**config.mk**
```make
export PLATFORM = sky130hd
export DESIGN_NAME = regfile
export DESIGN_NICKNAME = d
export VERILOG_FILES = /design/src/rtl/regfile.sv
export SDC_FILE = /design/constraint.sdc
export NUM_CORES = 2
export LEC_CHECK = 0
export ABC_AREA = 1
export CELL_PAD_IN_SITES_DETAIL_PLACEMENT = 0
export CELL_PAD_IN_SITES_GLOBAL_PLACEMENT = 1
export CORE_MARGIN = 2
export CORE_UTILIZATION = 30
export DETAILED_ROUTE_END_ITERATION = 16
export DONT_BUFFER_PORTS = 1
export GPL_ROUTABILITY_DRIVEN = 0
export PLACE_DENSITY = 0.63
export SETUP_SLACK_MARGIN = 0.2
export SYNTH_ARGS = -nofsm -noshare
export SYNTH_HDL_FRONTEND = slang
export SYNTH_SLANG_ARGS = --single-unit
```
**constraint.sdc**
```tcl
create_clock -name clk -period 3.89 [get_ports clk]
set_input_delay 0.778 -clock clk [delete_from_list [all_inputs] [get_ports clk]]
set_output_delay 0.778 -clock clk [all_outputs]
set_load 0.02 [all_outputs]
```
**src/rtl/regfile.sv**
```systemverilog
// Integer register file at the write-back end of the pipeline: two combinational
// read ports with same-cycle write bypass, a hardwired zero register and a commit counter.
module regfile #(
  parameter int DATA_W = 32,
  parameter int ADDR_W = 5
) (
  input  logic              clk,
  input  logic              rst,
  input  logic              i_wreg,
  input  logic [ADDR_W-1:0] i_wreg_addr,
  input  logic [DATA_W-1:0] i_wreg_data,
  input  logic              i_re1,
  input  logic [ADDR_W-1:0] i_raddr1,
  output logic [DATA_W-1:0] o_rdata1,
  input  logic              i_re2,
  input  logic [ADDR_W-1:0] i_raddr2,
  output logic [DATA_W-1:0] o_rdata2,
  output logic [31:0]       o_wr_cnt
);

  localparam int NREGS = 2**ADDR_W;

  logic [DATA_W-1:0] regs [NREGS];
  logic              commit;

  assign commit = i_wreg && (i_wreg_addr != '0);

  always_ff @(posedge clk) begin
    if (rst) begin
      for (int i = 0; i < NREGS; i++) regs[i] <= '0;
      o_wr_cnt <= '0;
    end else if (commit) begin
      regs[i_wreg_addr] <= i_wreg_data;
      o_wr_cnt          <= o_wr_cnt + 32'd1;
    end
  end

  // Bypass lets decode see the value MEM/WB retires in this same cycle.
  always_comb begin
    o_rdata1 = '0;
    if (!rst && i_re1 && (i_raddr1 != '0)) begin
      if (i_wreg && (i_wreg_addr == i_raddr1)) o_rdata1 = i_wreg_data;
      else                                     o_rdata1 = regs[i_raddr1];
    end
  end

  always_comb begin
    o_rdata2 = '0;
    if (!rst && i_re2 && (i_raddr2 != '0)) begin
      if (i_wreg && (i_wreg_addr == i_raddr2)) o_rdata2 = i_wreg_data;
      else                                     o_rdata2 = regs[i_raddr2];
    end
  end

endmodule

```
==> impl_metrics.yaml <==
run_status:
  outcome: "complete, but fails checks"
  violations: "max-slew violations, negative setup slack"
die:
  die_y_um: 449
  die_w_um: 449
  rows: 163
  core-area_mm2: 0.197
  start_util_pct: 30.1
  ios: 148
  dieArea_mm2: 0.201
grt:
  grt-ovfl-total: 0
  grt_max_degree: 750
  antenna_found_initial: 24
  grt_first_pass_wirelength_um: 380000
  grt_usage_pct: 26.0
  grt_pass1_vias: 50500
setup_path:
  arrival_ns: 7.03
  r2r_end: "o_wr_cnt[20]"
  path_cells: "or2_2 > nand3_1 > nand3_1 > nand3_1 > nand3_1 > nand2_4 > a21oi_2 > buf_4"
  reg2reg_depth: 9
  worst_ep_required_time_ns: 3.11
  max_stage_delay_ns: 2.07
  reg2reg_slack_ns: 1.27
  rr_startpoint: "o_wr_cnt[1]"
  slowest_stage: "or2_2"
  crit_fanout: 741
  cp-start-kind: "input pin"
  cp-end-kind: "output port"
  cpMostUsedCell: "nand3_1"
  crit_type: "in2out"
sta:
  worstMarginPinSlew_ns: 6.43
  fin_ws_ns: -3.92
  rsz0062_at_grt: "true"
  slew-limit-headroom_pct: -329
  slew_viol_final: 826
  finalCriticalPeriod_ns: 7.81
  fmax_mhz: 128
  fin_tns_setup_ns: -101.29
  finalHoldViolCount: 0
  finalCritPeriodShare_pct: 201
  worst_clock_skew_ns: 0.00829
  setup_violations: 63
yosys:
  synth_sequential_area_ratio_pct: 52.9
  syn-cell-area_mm2: 0.0593
  synth_warnings: 0
  netlist_instances: 7573
  synthXorXnorAreaFrac_pct: 0.0591
  muxShareOfSynthArea_pct: 0
  synth_edf_count: 1024
  avgSynthCellArea_um2: 7.83
  yosys.area_share.simple_pct: 30.1
  synth_ff_type: "edfxtp_1"
  async_flop_share_pct: 0
  synth-adder-area-share_pct: 0.0211
  synth_seq_cells: 1056
  ys_types: 28
  synth_compound_area_share_pct: 8.99
  synth_top_family_by_area: "simple AND/OR/NAND/NOR gates"
layout:
  syn_to_final_growth_pct: 18.1
  layout_commonest_cell: "nand2_1"
  drive_gt1_share_pct: 10.8
  fin_nets: 7546
  layout_common_cells: "nand2_1, nor2_1, edfxtp_1, nand3_1, inv_1"
power_and_ir_drop:
  intPower_mw: 21.3
  vdd_ir_drop_max_v: 0.000512
  swShare_pct: 27.5
  switching_power_mw: 8.10
  powerDensity_mw_per_mm2: 421
  pwr-share-seq_pct: 45.3
  p_comb_share_pct: 13.1
  leakagePower_nw: 28.3
  clkPwrFrac_pct: 41.7
  power.total_mw: 29.4
detailed_routing:
  wire_per_inst_um: 27.0
  first_iter_violations: 7134
  drcViolationCount: 0
  drt_wl_total_um: 277000
  post_drt_via_cell_ratio: 5.41
  ant_nets: 0
  first_pass_iters: 7
  via_count: 55500
clock_network:
  htreeDepth: 4
  path_clk_slew_ns: 0.06
  cts_root_buf: "clkbuf_16"
  cts.sinks: 1056
  cts_buffers: 134
  clk_latency_ns: 0.80
  cts_tree: "built"
  clock_path_buffers: 3
hold_path:
  holdCritPathClass: "in2reg"
  whs_path_depth: 1
  hp-start: "rst"
  worst_hold_path.endpoint: "o_wr_cnt[25]"
run:
  max_cap_viol_count: 0
placement:
  dp_hpwl_um: 155000
  io_buffers: 0
## critical path, delay by kind of cell
| family | cells | cell delay (ns) |
|---|---|---|
| compound gates | 1 | 0.07 |
| simple gates | 6 | 2.97 |
| buf+inv | 1 | 0.16 |
## synthesized netlist by cell type, drive strengths merged, types with 6 or more instances
cell | number | area share (%)
buf | 298 | 2.4
a21oi | 452 | 3.8
edfxtp | 1024 | 52
o22ai | 6 | 0.063
o211ai | 227 | 2.9
dfxtp | 32 | 1.1
inv | 531 | 3.4
or2 | 47 | 0.50
clkbuf | 335 | 2.1
nand2 | 2077 | 13
nand3 | 902 | 7.6
nor3 | 24 | 0.21
nand4 | 11 | 0.12
nor2 | 1328 | 8.4
o21ai | 260 | 2.2
## layout make-up
| class | count | area (um^2) |
|---|---|---|
| fill | 20200 | 127000 |
| sequential | 1056 | 31400 |
| multi-input combinational | 5381 | 24300 |
| timing repair buffer | 385 | 4730 |
| clock buffer | 179 | 3660 |
| tap | 2640 | 3300 |
| inverter | 534 | 2070 |
| clock inverter | 58 | 473 |
| antenna | 29 | 72.6 |
| timing repair inverter | 1 | 30.0 |
## state kept, by name (all words and copies together) (netlist names)
| name | cells |
|---|---|
| o_wr_cnt | 32 |
| regs | 1024 |
## through the flow
stage	hold WS, ns	cell area (um^2)	worst slack, ns	util [%]	instances
4_1_cts	0.000723	68100	0.147	34.6	10200
2_1_floorplan	0.547	59400	0.851	-	7604
3_3_place_gp	0.570	63900	-0.0519	32.5	9941
6_report	0.0793	70000	-3.92	35.6	10300
5_1_grt	0.0403	70000	-0.126	35.6	10300
3_5_place_dp	0.577	63900	-0.130	32.5	9941
## power by group through the flow
stage	Clock [mW]	Combinational (mW)	Sequential (mW)
after global routing	12.8	4.03	13.4
after floorplan	0	2.24	13.5
final	12.3	3.84	13.3
after CTS	12.4	3.49	13.3
after detailed placement	0	3.46	13.6
after global placement	0	3.46	13.5
## cell families (layout without fill, tap and decap cells)
| kind of cell | count (synthesis) | in the layout |
|---|---|---|
| AOI/OAI and AO/OA | 948 | 948 |
| xor gates and xnor gates | 4 | 4 |
| adders and majority gates | 1 | 1 |
| buffers and inverters | 1167 | 1157 |
| DFF | 1056 | 1056 |
| other | 1 | 61 |
| and+or+nand+nor | 4396 | 4396 |
## timing repair
action	in CTS	in global routing
gates cloned	0	25
pin swaps	0	71
setup endpoints to repair	12	46
endpoints found under the hold margin	5	0
hold buffers	2	0
resized for setup	13	229
buffers inserted	0	29
## worst max path at each step
| stage | end | start | cells after the start |
|---|---|---|---|
| 4_1_cts | o_rdata1[29] | i_raddr1[0] | 13 |
| 3_5_place_dp | o_rdata1[29] | i_raddr1[0] | 13 |
| 5_1_grt | o_rdata2[0] | i_raddr2[0] | 11 |
| 6_report | o_rdata1[13] | i_raddr1[0] | 8 |
| 2_1_floorplan | o_rdata2[6] | i_raddr2[1] | 10 |
| 3_3_place_gp | o_rdata1[29] | i_raddr1[0] | 13 |
## layer usage
metal | part of all wire (%) | wire, um | up-vias | GRT usage, %
li1 | - | - | 24800 | -
met1 | 40 | 111000 | 27100 | 34.7
met2 | 45 | 124000 | 3045 | 40.4
met3 | 9.5 | 26400 | 571 | 4.56
met4 | 5.5 | 15100 | 6 | 13.5
met5 | 0.016 | 45 | - | 0
No activity file was read; power rests on OpenSTA's default activity.
